===== config.mk =====
export PLATFORM = sky130hd
export DESIGN_NAME = stopwatch_ctrl
export DESIGN_NICKNAME = d
export VERILOG_FILES = /design/src/rtl/stopwatch_pkg.sv /design/src/rtl/press_lockout.sv /design/src/rtl/stopwatch_ctrl.sv
export SDC_FILE = /design/constraint.sdc
export NUM_CORES = 1
export LEC_CHECK = 0
export BUFFER_PORTS_ARGS = -buffer_cell sky130_fd_sc_hd__buf_2
export CORE_AREA = 4 4 41 43
export DETAILED_ROUTE_END_ITERATION = 10
export DIE_AREA = 0 0 45 47
export PLACE_DENSITY_LB_ADDON = 0.05
export SYNTH_ARGS = -nofsm -noshare
export SYNTH_HDL_FRONTEND = slang
export SYNTH_HIERARCHICAL = 1
export SYNTH_SLANG_ARGS = --single-unit

===== constraint.sdc =====
create_clock -name clk -period 2.5 [get_ports clk]
set_input_delay 0.125 -clock clk [delete_from_list [all_inputs] [get_ports clk]]
set_output_delay 0.125 -clock clk [all_outputs]
set_load 0.005 [all_outputs]

===== src/rtl/stopwatch_pkg.sv =====
// Shared types and defaults for the stopwatch control slice.
// No logic; no latency; no flow control.
// Enum encodings are visible on the debug/LED state port.
package stopwatch_pkg;

    typedef enum logic [1:0] {
        IDLE    = 2'd0,
        RUNNING = 2'd1,
        STOPPED = 2'd2,
        LAP     = 2'd3
    } state_t;

    localparam int LOCKOUT_CYCLES_DEF = 4;

endpackage


===== src/rtl/press_lockout.sv =====
// Post-press lockout: accepts a button edge only when the down-counter is idle; ss beats lr.
// Latency: accept outputs are combinational from the edges; lockout starts the next cycle.
// Backpressure: none; presses arriving during lockout are dropped.
module press_lockout
    import stopwatch_pkg::*;
#(
    parameter int LOCKOUT_CYCLES = LOCKOUT_CYCLES_DEF
) (
    input  logic clk,
    input  logic n_rst,
    input  logic ss_edge,
    input  logic lr_edge,
    output logic accept_ss,
    output logic accept_lr
);

    // A zero lockout still needs a 1-bit counter; it is simply always reloaded with 0.
    localparam int CNT_W = (LOCKOUT_CYCLES > 0) ? $clog2(LOCKOUT_CYCLES + 1) : 1;
    localparam logic [CNT_W-1:0] LOAD_VAL = CNT_W'(LOCKOUT_CYCLES);

    logic [CNT_W-1:0] cnt;
    logic             open;
    logic             any_press;

    assign open      = (cnt == '0);
    assign any_press = ss_edge | lr_edge;
    assign accept_ss = open & ss_edge;
    assign accept_lr = open & lr_edge & ~ss_edge;

    always_ff @(posedge clk or negedge n_rst) begin
        if (!n_rst) begin
            cnt <= '0;
        end else if (open && any_press) begin
            cnt <= LOAD_VAL;
        end else if (!open) begin
            cnt <= cnt - CNT_W'(1);
        end
    end

endmodule


===== src/rtl/stopwatch_ctrl.sv =====
// Stopwatch control FSM: sequences counter enable/clear and lap capture; lap mode under STOPWATCH_LAP_EN.
// Latency: press in cycle N changes state/pulses in N+1; count_inc is combinational with tick.
// Backpressure: none; tick is never stalled, presses in lockout are discarded.
module stopwatch_ctrl
    import stopwatch_pkg::*;
#(
    parameter int LOCKOUT_CYCLES = LOCKOUT_CYCLES_DEF
) (
    input  logic       clk,
    input  logic       n_rst,
    input  logic       ss_edge,
    input  logic       lr_edge,
    input  logic       tick,
    output logic       count_en,
    output logic       count_inc,
    output logic       count_clr,
    output logic       lap_capture,
    output logic       freeze,
    output logic [1:0] state
);

    state_t cur;
    logic   accept_ss;
    logic   accept_lr;
`ifdef STOPWATCH_LAP_EN
    logic   lap_q;
`endif

    press_lockout #(
        .LOCKOUT_CYCLES(LOCKOUT_CYCLES)
    ) u_lockout (
        .clk      (clk),
        .n_rst    (n_rst),
        .ss_edge  (ss_edge),
        .lr_edge  (lr_edge),
        .accept_ss(accept_ss),
        .accept_lr(accept_lr)
    );

    always_ff @(posedge clk or negedge n_rst) begin
        if (!n_rst) begin
            cur       <= IDLE;
            count_clr <= 1'b0;
`ifdef STOPWATCH_LAP_EN
            lap_q     <= 1'b0;
`endif
        end else begin
            count_clr <= 1'b0;
`ifdef STOPWATCH_LAP_EN
            lap_q     <= 1'b0;
`endif
            case (cur)
                IDLE: begin
                    if (accept_ss) cur <= RUNNING;
                end
                RUNNING: begin
                    if (accept_ss) begin
                        cur <= STOPPED;
`ifdef STOPWATCH_LAP_EN
                    end else if (accept_lr) begin
                        cur   <= LAP;
                        lap_q <= 1'b1;
`endif
                    end
                end
                STOPPED: begin
                    if (accept_ss) begin
                        cur <= RUNNING;
                    end else if (accept_lr) begin
                        cur       <= IDLE;
                        count_clr <= 1'b1;
                    end
                end
`ifdef STOPWATCH_LAP_EN
                LAP: begin
                    if (accept_ss) begin
                        cur <= STOPPED;
                    end else if (accept_lr) begin
                        lap_q <= 1'b1;
                    end
                end
`endif
                default: cur <= IDLE;
            endcase
        end
    end

    assign state     = cur;
    assign count_en  = (cur == RUNNING) || (cur == LAP);
    assign count_inc = count_en & tick;
`ifdef STOPWATCH_LAP_EN
    assign lap_capture = lap_q;
    assign freeze      = (cur == LAP);
`else
    assign lap_capture = 1'b0;
    assign freeze      = 1'b0;
`endif

endmodule


==> results of run 1 <==
[layer usage]
layer	share of wire	GRT usage	wire, um
met5	0	0	0
met1	0.33	0.06250	216
met3	0.14	0.06130	88
met2	0.51	0.1271	329
met4	0.020	0.05263	13
[cell type report]
cell class | instances | area [um2]
Sequential cell | 6 | 150.1
Inverter | 3 | 11.26
Multi-Input combinational cell | 20 | 162.7
Tap cell | 15 | 18.77
Timing Repair Buffer | 10 | 55.05
Fill cell | 143 | 880.8
Clock buffer | 3 | 22.52
[synth_stat cells, types with 2 or more instances]
cell	count	area [um2]
dfrtp_1	6	150.1
inv_1	3	11.26
buf_4	2	15.01
ha_1	2	25.02
o22ai_1	2	12.51
[per-stage QoR]
stage | cell area (um2) | setup WS (ps) | total power [mW] | utilization | hold WS [ps]
after floorplan | 342.8 | 953.0 | 0.3027 | - | -170.6
after global placement | 387.9 | 865.2 | 0.3476 | 0.2981 | -42.30
after detailed placement | 387.9 | 837.0 | 0.3562 | 0.2981 | -40.62
after CTS | 420.4 | 835.8 | 0.4539 | 0.3231 | 203.0
after global routing | 420.4 | 772.0 | 0.4821 | 0.3231 | 224.4
final | 420.4 | 845.9 | 0.4437 | 0.3231 | 211.3
[where the power goes]
| group | leakage, nW | switching, mW | internal (mW) |
|---|---|---|---|
| Clock | 0.0138 | 0.0336 | 0.0542 |
| Sequential | 0.0754 | 0.0329 | 0.138 |
| Combinational | 0.132 | 0.0827 | 0.102 |
| Total | 0.221 | 0.149 | 0.294 |
[worst min-delay path: cells and delay by family]
| family | cells | cell delay, ps |
|---|---|---|
| AND/OR/NAND/NOR | 1 | 50 |
| buffers and inverters | 1 | 100 |
| AO/OA/AOI/OAI | 1 | 130 |
[sequential cells by signal (all words and copies together) (netlist names)]
register / flops
state: 2
u_lockout/cnt: 3
count_clr: 1
[how the worst max path moves through the flow]
stage / endpoint / slack, ps / depth (start not counted)
after floorplan: state[1] / 950 / 6
after global placement: state[1] / 870 / 6
after detailed placement: state[1] / 840 / 6
after CTS: state[1] / 840 / 6
after global routing: state[1] / 770 / 6
final: state[1] / 850 / 6
[timing repair]
item                                   4_1_cts  5_1_grt
setup buffers                                0        0
hold buffers                                 1        0
endpoints found under the hold margin        6        0
setup endpoints to repair                    0        0
[kinds of logic after synthesis]
family / synth area share
buffers and inverters: 0.08853
flip-flops: 0.4428
AO/OA/AOI/OAI: 0.05904
multiplexers: 0.06273
other: 0.01106
AND/OR/NAND/NOR: 0.2620
adder cells (fa/ha/maj): 0.07379
==> impl_metrics.csv, run 1 <==
group,metric,value,unit
final_layout,antennaDiodeCount,0,
clocking,cts_buffers,3,
final_layout,layout_common_cells,"buf_2, dfrtp_1, clkbuf_4, inv_1",
yosys,ys_ff_latch,6,
worst_setup_path,r2r_end,"state[1]",
placed_design,place.port_buffers,9,
min_path,min_delay_path_depth,3,
clocking,clock-sinks,6,
pwr,power_density,1055,mW/mm2
clocking,clockBufferDepth,2,
worst_setup_path,crit_type,"register to register",
routing,drt_pass1_iterations,2,
final_layout,areaGrowthSynthToFinish,23.99,%
global_route,grt.total_usage,0.07711,
min_path,worstHoldEndpoint,"u_lockout/cnt[2]",
clocking,cts_tree,"built",
worst_setup_path,path_cells,"inv_1 > ha_1 > nor2b_1 > and2_1 > or4b_1 > nand2_1",
timing,hold_viol,0,
worst_setup_path,r2r_cells,6,
floorplanning,die_area,0.002115,mm2
global_route,antenna_found_initial,0,
worst_setup_path,cp-startpoint,"u_lockout/cnt[0]",
timing,finalSetupViolCount,0,
worst_setup_path,worst_setup_path_end_kind,"register",
pwr,peakVddDrop,380.5,uV
timing,slew_violations,0,
yosys,syn-cell-area,339.1,um2
global_route,grt_max_degree,8,
clocking,clk_pin_slew_worst_paths,40,ps
global_route,grt_pass1_vias,249,
clocking,cts_root_buffer,"clkbuf_4",
timing,grt_setup_unrepaired,"no",
timing,fin_crit_sh,0.6616,
worst_setup_path,critPathRequiredTime,2680,ps
clocking,cts.repair.resized,0,
floorplanning,die_x,45,um
placed_design,placed_cells,53,
floorplanning,rows,13,
worst_setup_path,max_stage_delay,500,ps
yosys,synthFlopType,"dfrtp_1",
run,max_cap_violations,0,
min_path,holdCritPathClass,"input port to register",
timing,skew,3.359,ps
timing,final.min_clock_period,1654,ps
final_layout,fin_cells,57,
routing,vias,256,
worst_setup_path,critPathBufInv,1,
placed_design,hpwlAfterDp,516,um
routing,drc,0,
worst_setup_path,regToRegSetupSlack,850,ps
floorplanning,core_area,0.001301,mm2
yosys,ys_types,21,
routing,drtIter0Drc,2,
yosys,synth_cells,31,
floorplanning,ios,12,
yosys,synth_edf_count,0,
worst_setup_path,cp-start-kind,"register",
global_route,grt_pass1_wl,1.028,mm
worst_setup_path,crit_path_top_delay_cell,"or4b_1",
pwr,power.leakage,0.2210,nW
placed_design,place.gp.congestion,0.6759,
clocking,insertion_delay,240,ps
final_layout,layout.nets,51,
final_layout,drive_above_1_share,0.4048,
min_path,hp-start,"lr_edge",
worst_setup_path,crit_fanout,5,
routing,detail-route-antenna-nets,0,
yosys,synthArstFlopShare,1.000,
routing,wl_per_cell,11.35,um
yosys,synth_seq_area_share,0.4428,
global_route,overflow,0,
floorplanning,initial_core_util,0.2606,
yosys,synth.avg_cell_area,10.94,um2
timing,fmax,604.6,MHz
routing,via_per_inst,4.491,
final_layout,layout_commonest_cell,"buf_2",
routing,totalWireLength,647,um
floorplanning,fp.dieH,47,um
clocking,cts_htree_levels,1,
timing,tns,0,ps
worst_setup_path,crit_family,"simple AND/OR/NAND/NOR gates",
worst_setup_path,arrival,1840,ps
run_status,outcome,"completed",
yosys,synth_warnings,6,
worst_setup_path,worstReg2RegStart,"u_lockout/cnt[0]",
No activity file was read; power rests on OpenSTA's default activity.
==> run 2: changes to the inputs <==
==> constraint.sdc (replaced) <==
create_clock -name clk -period 1.55 [get_ports clk]
set_input_delay 0.0775 -clock clk [delete_from_list [all_inputs] [get_ports clk]]
set_output_delay 0.0775 -clock clk [all_outputs]
set_load 0.005 [all_outputs]
==> run 2 against run 1 <==
Sequential share of layout area is 4.0 points lower. Cell count is 7.0% higher. Register-to-register slack worse by 780 ps. Critical path depth stayed put. Clock skew is 2.7 ps lower. Critical path type unchanged. Critical endpoint unchanged. Largest cell class unchanged.
==> impl_metrics.csv, run 2 (synthesized netlist as in run 1, its figures left out) <==
group,metric,value,unit
timing,hold_viol,0,
global_route,overflow,0,
clocking,clock-sinks,6,
worst_setup_path,cp-start-kind,"register",
floorplanning,initial_core_util,0.2606,
routing,via_per_inst,4.525,
routing,highest_layer,"met4",
placed_design,postPlaceCellArea,417.9,um2
worst_setup_path,crit_type,"register to register",
timing,grt_setup_unrepaired,"no",
clocking,clk_pin_slew_worst_paths,40,ps
clocking,post_cts_buffers,0,
clocking,insertion_delay,240,ps
timing,final.min_clock_period,1488,ps
run,max_cap_violations,0,
final_layout,layout_common_cells,"buf_2, dfrtp_1, buf_4",
routing,drtIter0Drc,3,
worst_setup_path,max_stage_delay,450,ps
final_layout,num-fill-cells,140,
global_route,grt.total_usage,0.07631,
timing,fmax,672.2,MHz
worst_setup_path,crit_family,"simple AND/OR/NAND/NOR gates",
routing,wl_met3,68,um
clocking,clockBufferDepth,2,
run_status,outcome,"completed",
placed_design,place.port_buffers,9,
timing,timing.final.ws_setup,62.41,ps
timing,finalSetupViolCount,0,
worst_setup_path,regToRegSetupSlack,60,ps
final_layout,areaGrowthSynthToFinish,39.48,%
final_layout,layout.nets,55,
final_layout,fin_cells,61,
global_route,grt_max_degree,8,
global_route,grt_pass1_vias,266,
pwr,power.leakage,0.2454,nW
routing,drt_pass1_iterations,4,
timing,skew,0.6089,ps
final_layout,largest_reg_flops,3,
clocking,cts_htree_levels,1,
final_layout,antennaDiodeCount,0,
placed_design,hpwlAfterDp,556,um
routing,totalWireLength,675,um
placed_design,dpl_worst_slack,-25.89,ps
routing,detail-route-antenna-nets,0,
pwr,finalPower,0.8361,mW
worst_setup_path,crit_fanout,3,
worst_setup_path,arrival,1670,ps
final_layout,drive_above_1_share,0.5435,
routing,dr_wl_met2,328,um
timing,fin_crit_sh,0.9597,
routing,wl_per_cell,11.07,um
clocking,cts_buffers,3,
clocking,cts_tree,"built",
routing,drc,0,
worst_setup_path,crit_path_top_delay_cell,"or4b_1",
worst_setup_path,path_cells,"inv_2 > ha_4 > nor2b_4 > and3b_2 > or4b_1 > nand2_1",
global_route,antenna_found_initial,0,
routing,met1_length,264,um
floorplanning,die_x,45,um
worst_setup_path,critPathRequiredTime,1730,ps
floorplanning,ios,12,
pwr,peakVddDrop,769.7,uV
floorplanning,die_area,0.002115,mm2
timing,slew_violations,0,
worst_setup_path,critPathBufInv,1,
clocking,cts_root_buffer,"clkbuf_4",
placed_design,placed_cells,57,
final_layout,regMostFlops,"u_lockout/cnt",
min_path,holdCritPathClass,"input port to register",
floorplanning,fp.dieH,47,um
final_layout,fin_area,473.0,um2
placed_design,place.gp.congestion,0.6611,
worst_setup_path,worst_setup_path_end_kind,"register",
floorplanning,rows,13,
global_route,grt_pass1_wl,1.069,mm
pwr,power_density,1768,mW/mm2
routing,vias,276,
final_layout,layout_commonest_cell,"buf_2",
floorplanning,core_area,0.001301,mm2
## run 2: changes by cell type in the layout (fill, tap and decap cells not counted)
cell and delta:
ha_1 -1, nor2b_1 -1, and2_4 +1, and2_1 -1, buf_4 +4, ha_4 +1
inv_2 +1, nor2b_4 +1, inv_1 -1
## run 2: worst paths after layout
path | start | to | cells after the start
setup / recovery | u_lockout/cnt[0] | state[1] | 6
hold / removal | lr_edge | u_lockout/cnt[2] | 3
setup reg to reg | u_lockout/cnt[0] | state[1] | 6
max in group asynchronous | n_rst | u_lockout/cnt[0] | 2
hold reg to reg | u_lockout/cnt[1] | u_lockout/cnt[1] | 2
min in group asynchronous | n_rst | state[1] | 2
## run 2: repair_timing
| item | in CTS | in global routing |
|---|---|---|
| hold buffers | 1 | 0 |
| hold endpoints to repair | 6 | 0 |
| gates resized for setup | 5 | 1 |
| endpoints found under the setup margin | 2 | 1 |
| pin swaps | 1 | 1 |
## run 2: routing by layer
layer  track usage  vias to the layer above
li1              -                      132
met2        0.1158                       11
met3       0.03831                        4
met4       0.07018                        0
met1       0.07639                      129
met5             0                        -
## run 2: cell type report
type / instances / area (um2) / share of cell area
Multi-Input combinational cell: 20 / 185.2 / 0.3915
Tap cell: 15 / 18.77 / 0.03968
Sequential cell: 6 / 150.1 / 0.3175
Timing Repair Buffer: 14 / 85.08 / 0.1799
Inverter: 3 / 11.26 / 0.02381
Clock buffer: 3 / 22.52 / 0.04762
## run 2: worst register-to-register path, cell delays in order, from the launching register on
cell and delay (ps):
dfrtp_1 360, inv_2 60, ha_4 160, nor2b_4 120, and3b_2 200, or4b_1 460, nand2_1 80
## run 2: report_power, final
group,switching [mW],internal (mW)
logic,0.160,0.250
registers,0.0604,0.223
clock network,0.0551,0.0875
total,0.276,0.561
## run 2: stage by stage
step | TNS, ps | utilization | hold WS [ps]
floorplan | 0 | - | -218.1
global route | 0 | 0.3635 | 174.1
global placement | 0 | 0.3212 | -89.29
finish | 0 | 0.3635 | 137.6
CTS | 0 | 0.3558 | 134.0
detailed placement | -33.44 | 0.3212 | -88.21
